<file path="src/rtl/alu_exec_ctrl.sv">
// rtl/alu_exec_ctrl.sv - ALU execution controller: single-cycle add/sub, iterative mul/div, valid/ready in and out
module alu_exec_ctrl #(
  parameter int WIDTH = 16
) (
  input  logic             clk,
  input  logic             rst_n,
  input  logic             op_valid,
  output logic             op_ready,
  input  logic [1:0]       op_opcode,
  input  logic [WIDTH-1:0] rs1_reg_val,
  input  logic [WIDTH-1:0] rs2_reg_val,
  input  logic [2:0]       rd_addr,
  output logic             res_valid,
  input  logic             res_ready,
  output logic [WIDTH-1:0] res_val,
  output logic [WIDTH-1:0] res_aux,
  output logic [2:0]       res_rd,
  output logic             res_zero,
  output logic             res_carry,
  output logic             res_dz,
  output logic             busy
);
  localparam int CW = $clog2(WIDTH + 1);

  typedef enum logic [1:0] {IDLE, MUL, DIV, DONE} state_t;
  state_t state, state_nx;

  logic [WIDTH-1:0] mcand, mplier, acc_hi, dvsr, rem, quo;
  logic [CW-1:0]    cnt;
  logic [2:0]       rd_q;

  logic [WIDTH:0]   addsub, mul_sum, div_shift;
  logic [WIDTH-1:0] mul_hi_nx, mul_lo_nx, rem_nx, quo_nx;
  logic             div_ok, last, accept, iterate;

  logic             load, ld_carry, ld_dz;
  logic [WIDTH-1:0] ld_val, ld_aux;
  logic [2:0]       ld_rd;

  assign op_ready  = (state == IDLE);
  assign res_valid = (state == DONE);
  assign busy      = (state == MUL) || (state == DIV);
  assign accept    = op_valid && op_ready;
  assign last      = (cnt == CW'(1));
  assign iterate   = (op_opcode == 2'd2) || ((op_opcode == 2'd3) && (rs2_reg_val != '0));

  // Bit WIDTH is carry for add and borrow for sub.
  assign addsub = (op_opcode == 2'd1) ? ({1'b0, rs1_reg_val} - {1'b0, rs2_reg_val})
                                      : ({1'b0, rs1_reg_val} + {1'b0, rs2_reg_val});

  assign mul_sum   = {1'b0, acc_hi} + (mplier[0] ? {1'b0, mcand} : '0);
  assign mul_hi_nx = mul_sum[WIDTH:1];
  assign mul_lo_nx = {mul_sum[0], mplier[WIDTH-1:1]};

  // The shifted remainder can reach WIDTH+1 bits; after a successful subtract it fits WIDTH again.
  assign div_shift = {rem, quo[WIDTH-1]};
  assign div_ok    = (div_shift >= {1'b0, dvsr});
  assign rem_nx    = div_ok ? (div_shift[WIDTH-1:0] - dvsr) : div_shift[WIDTH-1:0];
  assign quo_nx    = {quo[WIDTH-2:0], div_ok};

  always_ff @(posedge clk or negedge rst_n) begin
    if (!rst_n) state <= IDLE;
    else        state <= state_nx;
  end

  always_comb begin
    state_nx = state;
    load     = 1'b0;
    ld_val   = '0;
    ld_aux   = '0;
    ld_carry = 1'b0;
    ld_dz    = 1'b0;
    ld_rd    = rd_q;
    case (state)
      IDLE: if (op_valid) begin
        case (op_opcode)
          2'd2: state_nx = MUL;
          2'd3: begin
            if (rs2_reg_val == '0) begin
              state_nx = DONE;
              load     = 1'b1;
              ld_val   = '1;
              ld_aux   = rs1_reg_val;
              ld_dz    = 1'b1;
              ld_rd    = rd_addr;
            end else begin
              state_nx = DIV;
            end
          end
          default: begin
            state_nx = DONE;
            load     = 1'b1;
            ld_val   = addsub[WIDTH-1:0];
            ld_carry = addsub[WIDTH];
            ld_rd    = rd_addr;
          end
        endcase
      end
      MUL: if (last) begin
        state_nx = DONE;
        load     = 1'b1;
        ld_val   = mul_lo_nx;
        ld_aux   = mul_hi_nx;
        ld_carry = |mul_hi_nx;
      end
      DIV: if (last) begin
        state_nx = DONE;
        load     = 1'b1;
        ld_val   = quo_nx;
        ld_aux   = rem_nx;
      end
      default: if (res_ready) state_nx = IDLE;
    endcase
  end

  always_ff @(posedge clk or negedge rst_n) begin
    if (!rst_n) begin
      mcand     <= '0;
      mplier    <= '0;
      acc_hi    <= '0;
      dvsr      <= '0;
      rem       <= '0;
      quo       <= '0;
      cnt       <= '0;
      rd_q      <= '0;
      res_val   <= '0;
      res_aux   <= '0;
      res_rd    <= '0;
      res_zero  <= 1'b0;
      res_carry <= 1'b0;
      res_dz    <= 1'b0;
    end else begin
      if (accept) begin
        mcand  <= rs1_reg_val;
        mplier <= rs2_reg_val;
        acc_hi <= '0;
        dvsr   <= rs2_reg_val;
        rem    <= '0;
        quo    <= rs1_reg_val;
        rd_q   <= rd_addr;
        if (iterate) cnt <= CW'(WIDTH);
      end else if (state == MUL) begin
        acc_hi <= mul_hi_nx;
        mplier <= mul_lo_nx;
        cnt    <= cnt - CW'(1);
      end else if (state == DIV) begin
        rem <= rem_nx;
        quo <= quo_nx;
        cnt <= cnt - CW'(1);
      end
      if (load) begin
        res_val   <= ld_val;
        res_aux   <= ld_aux;
        res_rd    <= ld_rd;
        res_zero  <= (ld_val == '0);
        res_carry <= ld_carry;
        res_dz    <= ld_dz;
      end
    end
  end
endmodule

</file>
<file path="config.mk">
export PLATFORM = sky130hd
export DESIGN_NAME = alu_exec_ctrl
export DESIGN_NICKNAME = d
export VERILOG_FILES = /design/src/rtl/alu_exec_ctrl.sv
export SDC_FILE = /design/constraint.sdc
export NUM_CORES = 1
export LEC_CHECK = 0
export BUFFER_PORTS_ARGS = -buffer_cell sky130_fd_sc_hd__clkbuf_2
export CORE_ASPECT_RATIO = 1.1
export CORE_MARGIN = 4
export CORE_UTILIZATION = 45
export CTS_CLUSTER_DIAMETER = 200
export DETAILED_ROUTE_END_ITERATION = 10
export HOLD_SLACK_MARGIN = 0.12
export PLACE_DENSITY = 0.65
export SKIP_LAST_GASP = 1
export SYNTH_ARGS = -nofsm -noshare
export SYNTH_HDL_FRONTEND = slang
export SYNTH_SLANG_ARGS = --single-unit
</file>
<file path="constraint.sdc">
create_clock -name clk -period 5.1 [get_ports clk]
set_clock_uncertainty 0.2 [all_clocks]
set_input_delay 0 -clock clk [delete_from_list [all_inputs] [get_ports clk]]
set_output_delay 0 -clock clk [all_outputs]
set_load 0.1 [all_outputs]
</file>
-- Word level (Yosys, flattened, before mapping)
Cells that the tools add are included.
- register bits after elaboration: 144
- latch bits: 0
- bits in writable memories: 0
- memory bits (read-only): 0
- input port bits: 41
- output and inout bits: 41
- word-level logic and storage cells: 101
- memories: 0
- $add $sub $neg: 5
- multipliers: 0
- divide/modulo/power cells: 0
- $lt $le $gt $ge: 1
- equal/unequal tests: 11
- shift operators: 0
- mux-type cells: 51
- bitwise operators: 0
- reduce and logical (&&, ||, !) cells: 18
- operator list (cell ; number):
    16-bit 2-to-1 mux ; 21
    16-bit one-hot mux with 3 select lines ; 2
    16-bit by 16-bit adder with 17-bit output ; 2
    16-bit zero test ; 2
    16-bit one-hot mux with 2 select lines ; 1
    5-bit 2-to-1 mux ; 4
    17-bit by 16-bit greater-or-equal comparator with 1-bit output ; 1
    17-bit 2-to-1 mux ; 1
    16-bit by 16-bit subtractor with 17-bit output ; 1
    16-bit nonzero test ; 1
    16-bit OR reduction ; 1
    16-bit subtractor ; 1
    1-bit 2-to-1 mux ; 10
    3-bit 2-to-1 mux ; 3
    2-bit equality test (second input constant) ; 4
    2-bit one-hot mux with 2 select lines ; 2
    2-bit 2-to-1 mux ; 3
    1-bit one-hot mux with 2 select lines ; 3
    3-bit one-hot mux with 2 select lines ; 1
    3-bit nonzero test ; 2
    5-bit by 1-bit equality test with 1-bit output (second input constant) ; 1
    5-bit by 1-bit subtractor with 5-bit output (second input constant) ; 1
    2-bit by 1-bit equality test with 1-bit output (second input constant) ; 2
    2-bit by 1-bit != test with 1-bit output (second input constant) ; 2
    other kinds (8) ; 14

-- Depth between registers and ports, before layout
Gate-level depths: netlist (run 1).
- word-level depth: 6
- gate-level depth with buffers: 16
- mapped depth without buffers: 16

-- Worst setup path after synthesis (run 1)
No wires, ideal clock.
- path type: register to register
- from: register state[0]
- to: register res_zero
- setup time: 95 ps
- arrival: 3217 ps
- data required time: 4805 ps
- setup slack: 1588 ps
- stages on the path, launching flop included: 11
- path buffers: 0
- period minus slack after synthesis: 3512 ps
- cells stage by stage: dfrtp_1 inv_1 ha_1 nand2_1 or4_4 a2bb2oi_2 a21oi_4 nand3_1 nor4_2 nand4_1 o31ai_1
- word-level cells in the longest chain between the ends: 3
- elaborated cells on any way between the ends: 7
- those cells by class: 2 x eq/ne; 2 x mux; 3 x reduce/logical
- RTL lines (what ; line ; source):
    start: declaration ; 26 ; state_t state, state_nx;
    start signal: assignment ; 63 ; else state <= state_nx;
    2-bit zero test * ; - ;
    via op_ready ; 8 ; output logic op_ready,
    16-bit one-hot mux with 3 select lines ; 74 ; case (state)
    16-bit zero test ; 155 ; res_zero <= (ld_val == '0);
    end signal: assignment ; 155 ;
    end: declaration ; 18 ; output logic res_zero,
Mark *: on every way through the listed nets, which the timed path passes. The rest lies on a longest branch.
A chain may end at the register's enable or synchronous reset.

-- Worst setup path after layout (run 1)
- from: input op_opcode[1]
- to: register res_zero
- word-level cells in the longest chain between the ends: 6
- elaborated cells on any way between the ends: 11
- those cells by class: 3 x eq/ne; 7 x mux; 1 x reduce/logical
- RTL lines (what ; line ; source):
    start: declaration ; 9 ; input logic [1:0] op_opcode,
    2-bit by 1-bit equality test with 1-bit output ; 48 ; assign addsub = (op_opcode == 2'd1) ? ({1'b0, rs1_reg_val} - {1'b0, rs2_reg_val})
    17-bit 2-to-1 mux ; 48 ;
    16-bit one-hot mux with 2 select lines ; 76 ; case (op_opcode)
    16-bit 2-to-1 mux ; 75 ; IDLE: if (op_valid) begin
    16-bit one-hot mux with 3 select lines ; 74 ;
    16-bit zero test ; 155 ;
Several ways; a longest one is shown, not always the timed one.

==> impl_metrics.csv, run 1 <==
group,metric,value,unit
status,status,"finished clean",
detailed_routing,drtIter0Drc,843,
floorplan,core-area,20900,um2
timing,tightest_slew,0.974,ns
timing,period_needed,4.10,ns
clock_tree,cts_setup_buffers,0,
timing,rsz0062_at_grt,"false",
detailed_routing,finalWirelength,32.0,mm
grt,gr-total-overflow,0,
timing,fin_crit_sh,0.804,
grt,antenna_found_initial,0,
grt,grt_pass1_wl,49.7,mm
critical_path,path_cells,"dlygate4sd3_1 -> clkbuf_2 -> inv_1 -> nand2_1 -> o21ai_0 -> inv_1 -> ha_1 -> nor2b_1 -> o2111a_1 -> nor3_1 -> o21ai_0 -> o41ai_1 -> mux2i_1 -> nand4_1 -> o31ai_1",
floorplan,die_y,162,um
detailed_routing,firstDrtPassIters,5,
logic_synthesis,synthArstFlopShare,1.00,
layout,fill_cells,1950,
critical_path,cpLargestDelayFamily,"compound AO/OA/AOI/OAI gates",
place,place_congestion,0.920,
timing,max-slew-margin-rel,0.348,
place,numPortBuffers,81,
logic_synthesis,synth_area_leader_cell,"dfrtp_1",
floorplan,row_count,55,
power_and_ir_drop,cellPowerDensity,702,nW/um2
timing,fin_tns_setup,0,ns
logic_synthesis,yosys_warnings,0,
hold_path,hold_class,"in2reg",
floorplan,initial_core_util,0.463,
detailed_routing,routed-via-count,9125,
clock_tree,clock_latency,0.42,ns
logic_synthesis,synth_area_per_cell,8.43,um2
logic_synthesis,seq_area_frac_synth,0.373,
run,drv_cap,0,
critical_path,critPathMaxStageDelay,0.53,ns
clock_tree,cts.reportedPaths.clkPinSlew,0.06,ns
clock_tree,cts_hold_buf,55,
logic_synthesis,synth_area_leaders,"dfrtp_1 (37%), nand2_1 (7.3%), ha_1 (7.3%)",
power_and_ir_drop,leakage,5.37,nW
logic_synthesis,ys_ff_latch,144,
critical_path,end_kind,"register",
timing,drv_slew,0,
clock_tree,cts_resized,0,
timing,fmax,244,MHz
critical_path,startpoint_type,"input port",
clock_tree,clock-sinks,144,
timing,hold_violations,0,
clock_tree,cts_htree_levels,4,
layout,fin_util,0.554,
layout,syn2layout_area_growth,19.5,%
clock_tree,cts_root_buf,"clkbuf_16",
layout,layout-drive-gt1-share,0.118,
logic_synthesis,synth_top_area_frac,0.373,
logic_synthesis,ys.flop_type,"dfrtp_1",
logic_synthesis,synth-edff-count,0,
critical_path,cp_max_fo,11,
floorplan,dieArea,23900,um2
detailed_routing,wl_per_cell,20.5,um
logic_synthesis,syn-num-nets,1247,
clock_tree,cts_tree,"built",
grt,grtUsageTotal,0.267,
power_and_ir_drop,ir_worst_vdd,0.000319,V
critical_path,cp_num_buf_inv,4,
critical_path,crit_required,5.23,ns
logic_synthesis,yosys.cell_types.count,71,
detailed_routing,antenna_left,0,
clock_tree,cts_made_buffers,17,
grt,grt_pass1_vias,8779,
layout,nNetsFinal,1362,
timing,final-setup-viol-count,0,
grt,grt_max_degree,98,
critical_path,crit_path_top_delay_cell,"dlygate4sd3_1",
logic_synthesis,netlist_area,9660,um2
critical_path,crit_type,"in2reg",
logic_synthesis,synthCells,1147,
detailed_routing,drcViolationCount,0,
place,dp_hpwl,23.2,mm
floorplan,dieWidth,148,um
clock_tree,cts_buffer_depth,2,
floorplan,pin_count,82,
detailed_routing,via_per_inst,5.85,
critical_path,worstPathArrival,4.23,ns
-- stage by stage --
| step | power (mW) | setup WS (ns) | cell area, um2 | cells | hold WS (ns) |
|---|---|---|---|---|---|
| 3_5_place_dp | 6.58 | 1.20 | 10300 | 1473 | -0.0723 |
| 6_report | 8.10 | 1.00 | 11500 | 1561 | 0.213 |
| 5_1_grt | 8.65 | 0.684 | 11500 | 1560 | 0.246 |
| 3_3_place_gp | 6.54 | 1.32 | 10300 | 1473 | -0.0846 |
| 4_1_cts | 8.09 | 1.05 | 11500 | 1560 | 0.211 |
| 2_1_floorplan | 5.51 | 1.59 | 9660 | 1147 | -0.496 |
-- power by group --
group / switching, mW / internal [mW] / leakage [nW]
Sequential: 0.358 / 1.64 / 1.83
Combinational: 3.26 / 1.48 / 3.23
Clock: 0.519 / 0.853 / 0.309
-- layout make-up --
type                    instances  area, um2  area share
diodes                          1       2.50    0.000217
multi-input cells             901       5680       0.492
clock inverters                11        176      0.0153
inverters                      47        176      0.0153
flip-flops and latches        144       3600       0.312
clock buffers                  21        460      0.0399
well taps                     285        357      0.0309
repair buffers                151       1090      0.0946
-- layer usage --
metal | global-route usage | routed length (um)
met5 | 0 | 0
met4 | 0.115 | 1370
met3 | 0.0416 | 1820
met1 | 0.359 | 13900
met2 | 0.430 | 14900
-- synth_stat cells (all sizes together) (4+ instances only) --
cell type	number
nor2b	13
and2	21
nand2b	7
nand2	188
a31oi	18
ha	56
a32oi	7
o211ai	12
dfrtp	144
xor2	14
a211oi	15
o41ai	4
a22oi	12
nand3	28
o21ai	108
nor4	5
clkbuf	41
mux2i	50
a221oi	7
or4	6
nor3b	5
a21o	18
buf	14
o21a	6
or2	8
nand4	7
a22o	4
nor3	24
nor2	87
inv	47
xnor2	22
a211o	4
or3	9
and3	7
o22ai	6
a21oi	64
o31ai	10
a2111oi	4
-- final timing paths --
check / from / to / slack, ns / cells past startpoint
min in group asynchronous: rst_n / res_aux[10] / 0.54 / 4
max: op_opcode[1] / res_zero / 1.0 / 15
max reg2reg: mplier[0] / res_carry / 1.22 / 11
min reg2reg: res_val[8] / res_val[8] / 0.27 / 2
min: rs2_reg_val[5] / mplier[5] / 0.21 / 4
max in group asynchronous: rst_n / res_val[6] / 3.47 / 4
-- registers in the layout, indices dropped and copies added (netlist names) --
| signal | cells |
|---|---|
| res_dz | 1 |
| rem | 16 |
| dvsr | 16 |
| acc_hi | 16 |
| res_rd | 3 |
| state | 2 |
| rd_q | 3 |
| quo | 16 |
| res_zero | 1 |
| res_carry | 1 |
| mplier | 16 |
| res_val | 16 |
| res_aux | 16 |
| mcand | 16 |
| cnt | 5 |
-- placed cells by master, fill, tap and decap left out, types with 7 or more instances in the layout --
master	Yosys	final
or3_1	9	9
a21o_1	18	18
and3_1	7	7
nand3_1	28	28
a31oi_1	18	18
o31ai_1	10	10
mux2i_1	50	50
clkbuf_2	0	80
a211oi_1	15	15
xnor2_1	22	22
inv_1	47	47
nand2_1	188	187
nand4_1	7	7
buf_4	0	15
nor2_1	87	87
a221oi_1	7	7
nor2b_1	13	13
ha_1	56	55
o211ai_1	12	12
xor2_1	14	14
o21ai_0	106	106
a22oi_1	12	12
or2_2	8	8
nand2b_1	7	7
a21oi_1	63	63
and2_1	20	19
nor3_1	24	24
a32oi_1	7	7
clkbuf_16	0	17
dlygate4sd3_1	0	54
dfrtp_1	144	144
-- cell families after synthesis --
kind of cell               Yosys count  synth area share
AOI/OAI and AO/OA                  330             0.220
xor gates and xnor gates            36            0.0326
adders and majority gates           59            0.0787
buffers and inverters              102            0.0403
DFF                                144             0.373
muxes                               51            0.0530
and+or+nand+nor                    425             0.203
-- worst reg2reg max path: stages (launching register included) --
cell       delay [ns]
dfrtp_1          0.56
and2_1           0.24
ha_1             0.21
fa_1             0.42
a211oi_1         0.28
nor2_1           0.12
a2111oi_0        0.63
o41ai_1          0.24
a31o_2           0.31
nor3_1           0.14
nand4b_1         0.15
a31o_2           0.27
No activity file was read; power rests on OpenSTA's default activity.
==> inputs of run 2 (changes only) <==
--- a/config.mk
+++ b/config.mk
@@ -12,7 +12,7 @@
 export CTS_CLUSTER_DIAMETER = 200
 export DETAILED_ROUTE_END_ITERATION = 10
 export HOLD_SLACK_MARGIN = 0.12
-export PLACE_DENSITY = 0.65
+export PLACE_DENSITY = 0.67
 export SKIP_LAST_GASP = 1
 export SYNTH_ARGS = -nofsm -noshare
 export SYNTH_HDL_FRONTEND = slang
==> constraint.sdc (replaced) <==
create_clock -name clk -period 3.7 [get_ports clk]
set_clock_uncertainty 0.2 [all_clocks]
set_input_delay 0 -clock clk [delete_from_list [all_inputs] [get_ports clk]]
set_output_delay 0 -clock clk [all_outputs]
set_load 0.1 [all_outputs]
==> impl_metrics.csv, run 2 (synthesis results as in run 1) <==
group,metric,value,unit
detailed_routing,via_per_inst,5.90,
detailed_routing,wl_per_cell,20.2,um
run,drv_cap,0,
critical_path,startpoint_type,"input port",
clock_tree,cts_root_buf,"clkbuf_16",
critical_path,crit_required,3.84,ns
layout,syn2layout_area_growth,21.3,%
layout,fin_util,0.562,
floorplan,core-area,20900,um2
critical_path,path_cells,"dlygate4sd3_1 -> clkbuf_2 -> inv_1 -> nand3_1 -> or3_1 -> o31ai_1 -> xor2_1 -> ha_1 -> a21oi_1 -> a2bb2oi_1 -> o21ai_0 -> o41ai_2 -> mux2i_1 -> nand4_1 -> o31ai_1",
critical_path,critPathMaxStageDelay,0.55,ns
detailed_routing,drcViolationCount,0,
place,dp_slack,-0.0228,ns
clock_tree,cts.reportedPaths.clkPinSlew,0.06,ns
place,dp_hpwl,23.6,mm
timing,drv_slew,0,
grt,gr-total-overflow,0,
timing,hold_violations,0,
layout,finish.instance_area,11700,um2
timing,final-setup-viol-count,0,
detailed_routing,routed-via-count,9378,
detailed_routing,finalWirelength,32.2,mm
critical_path,cp_max_fo,6,
floorplan,row_count,55,
clock_tree,clock-sinks,144,
critical_path,crit_path_top_delay_cell,"dlygate4sd3_1",
hold_path,hold_class,"in2reg",
grt,grt_pass1_wl,49.8,mm
floorplan,dieWidth,148,um
power_and_ir_drop,ir_worst_vdd,0.000546,V
detailed_routing,firstDrtPassIters,6,
grt,grt_pass1_vias,9043,
power_and_ir_drop,leakage,5.47,nW
floorplan,die_y,162,um
layout,layout-drive-gt1-share,0.140,
critical_path,crit_top_cell,"o31ai_1",
grt,grtUsageTotal,0.266,
critical_path,end_kind,"register",
timing,tightest_slew,0.980,ns
timing,max-slew-margin-rel,0.347,
timing,hold-worst-slack,0.231,ns
floorplan,dieArea,23900,um2
clock_tree,clock_latency,0.44,ns
clock_tree,cts_made_buffers,17,
power_and_ir_drop,total_power,11.2,mW
clock_tree,cts_tree,"built",
layout,nNetsFinal,1391,
layout,final_cell_mix,"nand2_1 (187), dfrtp_1 (144), o21ai_0 (106)",
place,place_congestion,0.914,
timing,fmax,278,MHz
timing,period_needed,3.59,ns
grt,grt_max_degree,98,
timing,worst_slack,0.107,ns
floorplan,pin_count,82,
grt,antenna_found_initial,1,
status,status,"finished clean",
critical_path,crit_type,"in2reg",
detailed_routing,drtIter0Drc,709,
timing,rsz0062_at_grt,"true",
place,dpl_cell_area,10500,um2
place,numPortBuffers,81,
critical_path,worstPathArrival,3.73,ns
layout,final_common_cell,"nand2_1",
clock_tree,cts_buffer_depth,2,
power_and_ir_drop,cellPowerDensity,955,nW/um2
floorplan,initial_core_util,0.463,
timing,fin_crit_sh,0.971,
clock_tree,cts_htree_levels,4,
detailed_routing,antenna_left,0,
[run 2: through the flow]
step / cells / setup TNS (ns)
after floorplan: 1147 / 0
after global placement: 1497 / 0
after detailed placement: 1497 / -0.0228
after CTS: 1586 / 0
after global routing: 1589 / -0.163
final: 1589 / 0
[run 2: layout make-up]
class / count / area, um2
Antenna cell: 1 / 2.50
Clock buffer: 17 / 425
Clock inverter: 14 / 133
Fill cell: 1896 / 9130
Inverter: 47 / 176
Multi-Input combinational cell: 901 / 5710
Sequential cell: 144 / 3600
Tap cell: 285 / 357
Timing Repair Buffer: 180 / 1310
[run 2: what timing repair did]
item / CTS / global route
gates resized for setup: 0 / 7
hold buffers: 58 / 0
hold endpoints to repair: 188 / 0
setup endpoints to repair: 0 / 7
setup buffers: 0 / 2
[run 2: power breakdown]
group | total (mW) | internal [mW] | switching (mW)
clock | 1.68 | 0.931 | 0.749
combinational | 6.79 | 2.21 | 4.59
sequential | 2.72 | 2.26 | 0.462
total | 11.2 | 5.39 | 5.80
[run 2: final timing paths]
check / start / slack (ns) / end / cells past startpoint
setup / recovery: rs2_reg_val[0] / 0.11 / res_zero / 15
hold / removal: rs2_reg_val[4] / 0.23 / dvsr[4] / 4
setup reg to reg: mplier[0] / 0.21 / res_carry / 11
hold reg to reg: res_val[0] / 0.27 / res_val[0] / 2
max in group asynchronous: rst_n / 1.88 / quo[2] / 4
min in group asynchronous: rst_n / 0.51 / rem[9] / 3
[run 2: routing by layer]
layer / part of all wire / global-route usage
met2: 0.47 / 0.440
met1: 0.43 / 0.350
met4: 0.046 / 0.120
met5: 0 / 0
met3: 0.056 / 0.0363
[run 2: worst max-delay path, delay by kind of cell]
kind                     cells  cell delay (ns)
AO/OA/AOI/OAI                6             1.52
adder cells (fa/ha/maj)      1             0.32
AND/OR/NAND/NOR              3             0.58
XOR/XNOR                     1             0.21
buffers and inverters        3             0.81
multiplexers                 1             0.28
==> inputs of run 3 (changes only) <==
--- a/config.mk
+++ b/config.mk
@@ -12,7 +12,7 @@
 export CTS_CLUSTER_DIAMETER = 200
 export DETAILED_ROUTE_END_ITERATION = 10
 export HOLD_SLACK_MARGIN = 0.12
-export PLACE_DENSITY = 0.67
+export PLACE_DENSITY = 0.65
 export SKIP_LAST_GASP = 1
 export SYNTH_ARGS = -nofsm -noshare
 export SYNTH_HDL_FRONTEND = slang
==> constraint.sdc (replaced) <==
create_clock -name clk -period 3.36 [get_ports clk]
set_clock_uncertainty 0.2 [all_clocks]
set_input_delay 0 -clock clk [delete_from_list [all_inputs] [get_ports clk]]
set_output_delay 0 -clock clk [all_outputs]
set_load 0.1 [all_outputs]
==> impl_metrics.csv, run 3 (synthesis results as in run 1) <==
group,metric,value,unit
layout,syn2layout_area_growth,25.1,%
grt,grt_use_met1,0.359,
run,drv_cap,0,
timing,fin_crit_sh,1.01,
layout,layout-drive-gt1-share,0.179,
timing,tightest_slew,0.861,ns
grt,use_met3,0.0516,
layout,final_common_cell,"nand2_1",
layout,nNetsFinal,1428,
critical_path,rrSetupSlack,-0.02,ns
power_and_ir_drop,cellPowerDensity,1040,nW/um2
power_and_ir_drop,clockPowerShare,0.148,
power_and_ir_drop,leakage,5.67,nW
layout,final_cell_mix,"nand2_1 (187), dfrtp_1 (144), o21ai_0 (100)",
layout,finish.instance_area,12100,um2
power_and_ir_drop,ir_worst_vdd,0.000552,V
status,violations,"negative setup slack",
floorplan,row_count,55,
timing,rsz0062_at_grt,"true",
detailed_routing,via_per_inst,5.74,
grt,grt_pass1_wl,50.3,mm
critical_path,end_kind,"register",
clock_tree,cts_htree_levels,4,
detailed_routing,routed-via-count,9326,
hold_path,hold_class,"in2reg",
grt,grtUsageTotal,0.268,
clock_tree,clock-sinks,144,
floorplan,dieWidth,148,um
clock_tree,cts_root_buf,"clkbuf_16",
place,dpl_cell_area,10900,um2
critical_path,crit_required,3.48,ns
timing,period_needed,3.38,ns
timing,worst_slack,-0.0209,ns
timing,final-setup-viol-count,1,
floorplan,core-area,20900,um2
timing,max-slew-margin-rel,0.426,
place,dp_hpwl,24.0,mm
clock_tree,cts.reportedPaths.clkPinSlew,0.07,ns
detailed_routing,wl_per_cell,19.6,um
detailed_routing,drcViolationCount,0,
timing,fmax,296,MHz
critical_path,cp_max_fo,4,
power_and_ir_drop,swShare,0.509,
floorplan,dieArea,23900,um2
critical_path,worstPathArrival,3.50,ns
power_and_ir_drop,pwr-share-comb,0.614,
place,numPortBuffers,81,
detailed_routing,firstDrtPassIters,5,
grt,gr-total-overflow,0,
floorplan,pin_count,82,
layout,insertedDiodeCount,0,
grt,met2_usage,0.424,
detailed_routing,finalWirelength,31.8,mm
power_and_ir_drop,internal_power,6.19,mW
timing,drv_slew,0,
power_and_ir_drop,total_power,12.6,mW
floorplan,initial_core_util,0.463,
clock_tree,cts_buffer_depth,2,
grt,antenna_found_initial,0,
status,status,"finished, violations left",
grt,grt_max_degree,98,
floorplan,die_y,162,um
critical_path,crit_type,"reg2reg",
grt,top_usage_layer,"met2",
clock_tree,clock_latency,0.43,ns
place,placedCellCount,1540,
critical_path,startpoint_type,"register",
clock_tree,cts_made_buffers,17,
detailed_routing,antenna_left,0,
power_and_ir_drop,power_frac_seq,0.238,
layout,fin_util,0.580,
layout,finalNonFillerCells,1626,
grt,grt_pass1_vias,8999,
detailed_routing,drtIter0Drc,778,
power_and_ir_drop,p_sw,6.42,mW
clock_tree,cts_tree,"built",
place,place_congestion,0.930,
layout,fill_cells,1913,
timing,hold_violations,0,
-- run 3: cell types whose count changed in the layout (fill, tap and decap cells not counted), moves of 3 or more --
cell	delta
a2111oi_0	-4
buf_4	+45
dlygate4sd3_1	-10
ha_1	-4
ha_4	+3
o21ai_0	-6
o21ai_1	+6
-- run 3: path summary, 6_finish.rpt --
path                                startpoint  cells after the start         end
max in group asynchronous                rst_n                      4   mplier[2]
worst min register to register      res_val[5]                      2  res_val[5]
min in group asynchronous                rst_n                      4     rem[10]
worst max register to register       mplier[0]                     11   res_carry
worst max-delay path                 mplier[0]                     11   res_carry
worst min-delay path            rs2_reg_val[5]                      4   mplier[5]
-- run 3: repair_timing --
action / 4_1_cts / 5_1_grt
hold buffers: 49 / 0
gates resized for setup: 9 / 17
setup endpoints to repair: 2 / 11
hold endpoints to repair: 239 / 0
setup buffers: 3 / 2
pin swaps: 11 / 4
-- run 3: critical path, stage by stage (launching register included) --
cell and delay (ns):
dfrtp_1 0.40, and2_4 0.16, ha_4 0.16, fa_2 0.39, a21o_1 0.21, a211oi_2 0.19, nor2_1 0.10, nor4b_2 0.29
or4bb_1 0.44, nor4bb_1 0.31, nand4b_1 0.17, a31o_2 0.26
-- run 3: per-layer routing --
layer / part of all wire / vias to the layer above
li1: - / 4501
met1: 0.43 / 4447
met2: 0.46 / 300
met3: 0.062 / 78
met4: 0.047 / 0
met5: 0 / -
-- run 3: through the flow --
stage	setup WS (ns)	TNS (ns)	hold WS, ns
after floorplan	0.0802	0	-0.496
after global placement	-0.0574	-0.0616	-0.155
after detailed placement	-0.217	-0.436	-0.158
after CTS	0.00358	0	0.212
after global routing	-0.159	-0.348	0.227
final	-0.0209	-0.0209	0.223
-- run 3: cell type report --
type	count	area, um2	area share
Multi-Input combinational cell	901	5790	0.479
Sequential cell	144	3600	0.298
Timing Repair Buffer	217	1600	0.132
Clock buffer	19	443	0.0366
Tap cell	285	357	0.0295
Inverter	47	176	0.0146
Clock inverter	13	128	0.0106
-- run 3: power by group through the flow --
stage | combinational, mW | clock [mW] | sequential (mW)
3_5_place_dp | 7.43 | 0 | 3.01
2_1_floorplan | 4.14 | 0 | 4.23
4_1_cts | 7.67 | 1.88 | 2.99
5_1_grt | 8.40 | 1.97 | 3.08
6_report | 7.75 | 1.86 | 3.00
3_3_place_gp | 7.34 | 0 | 2.99
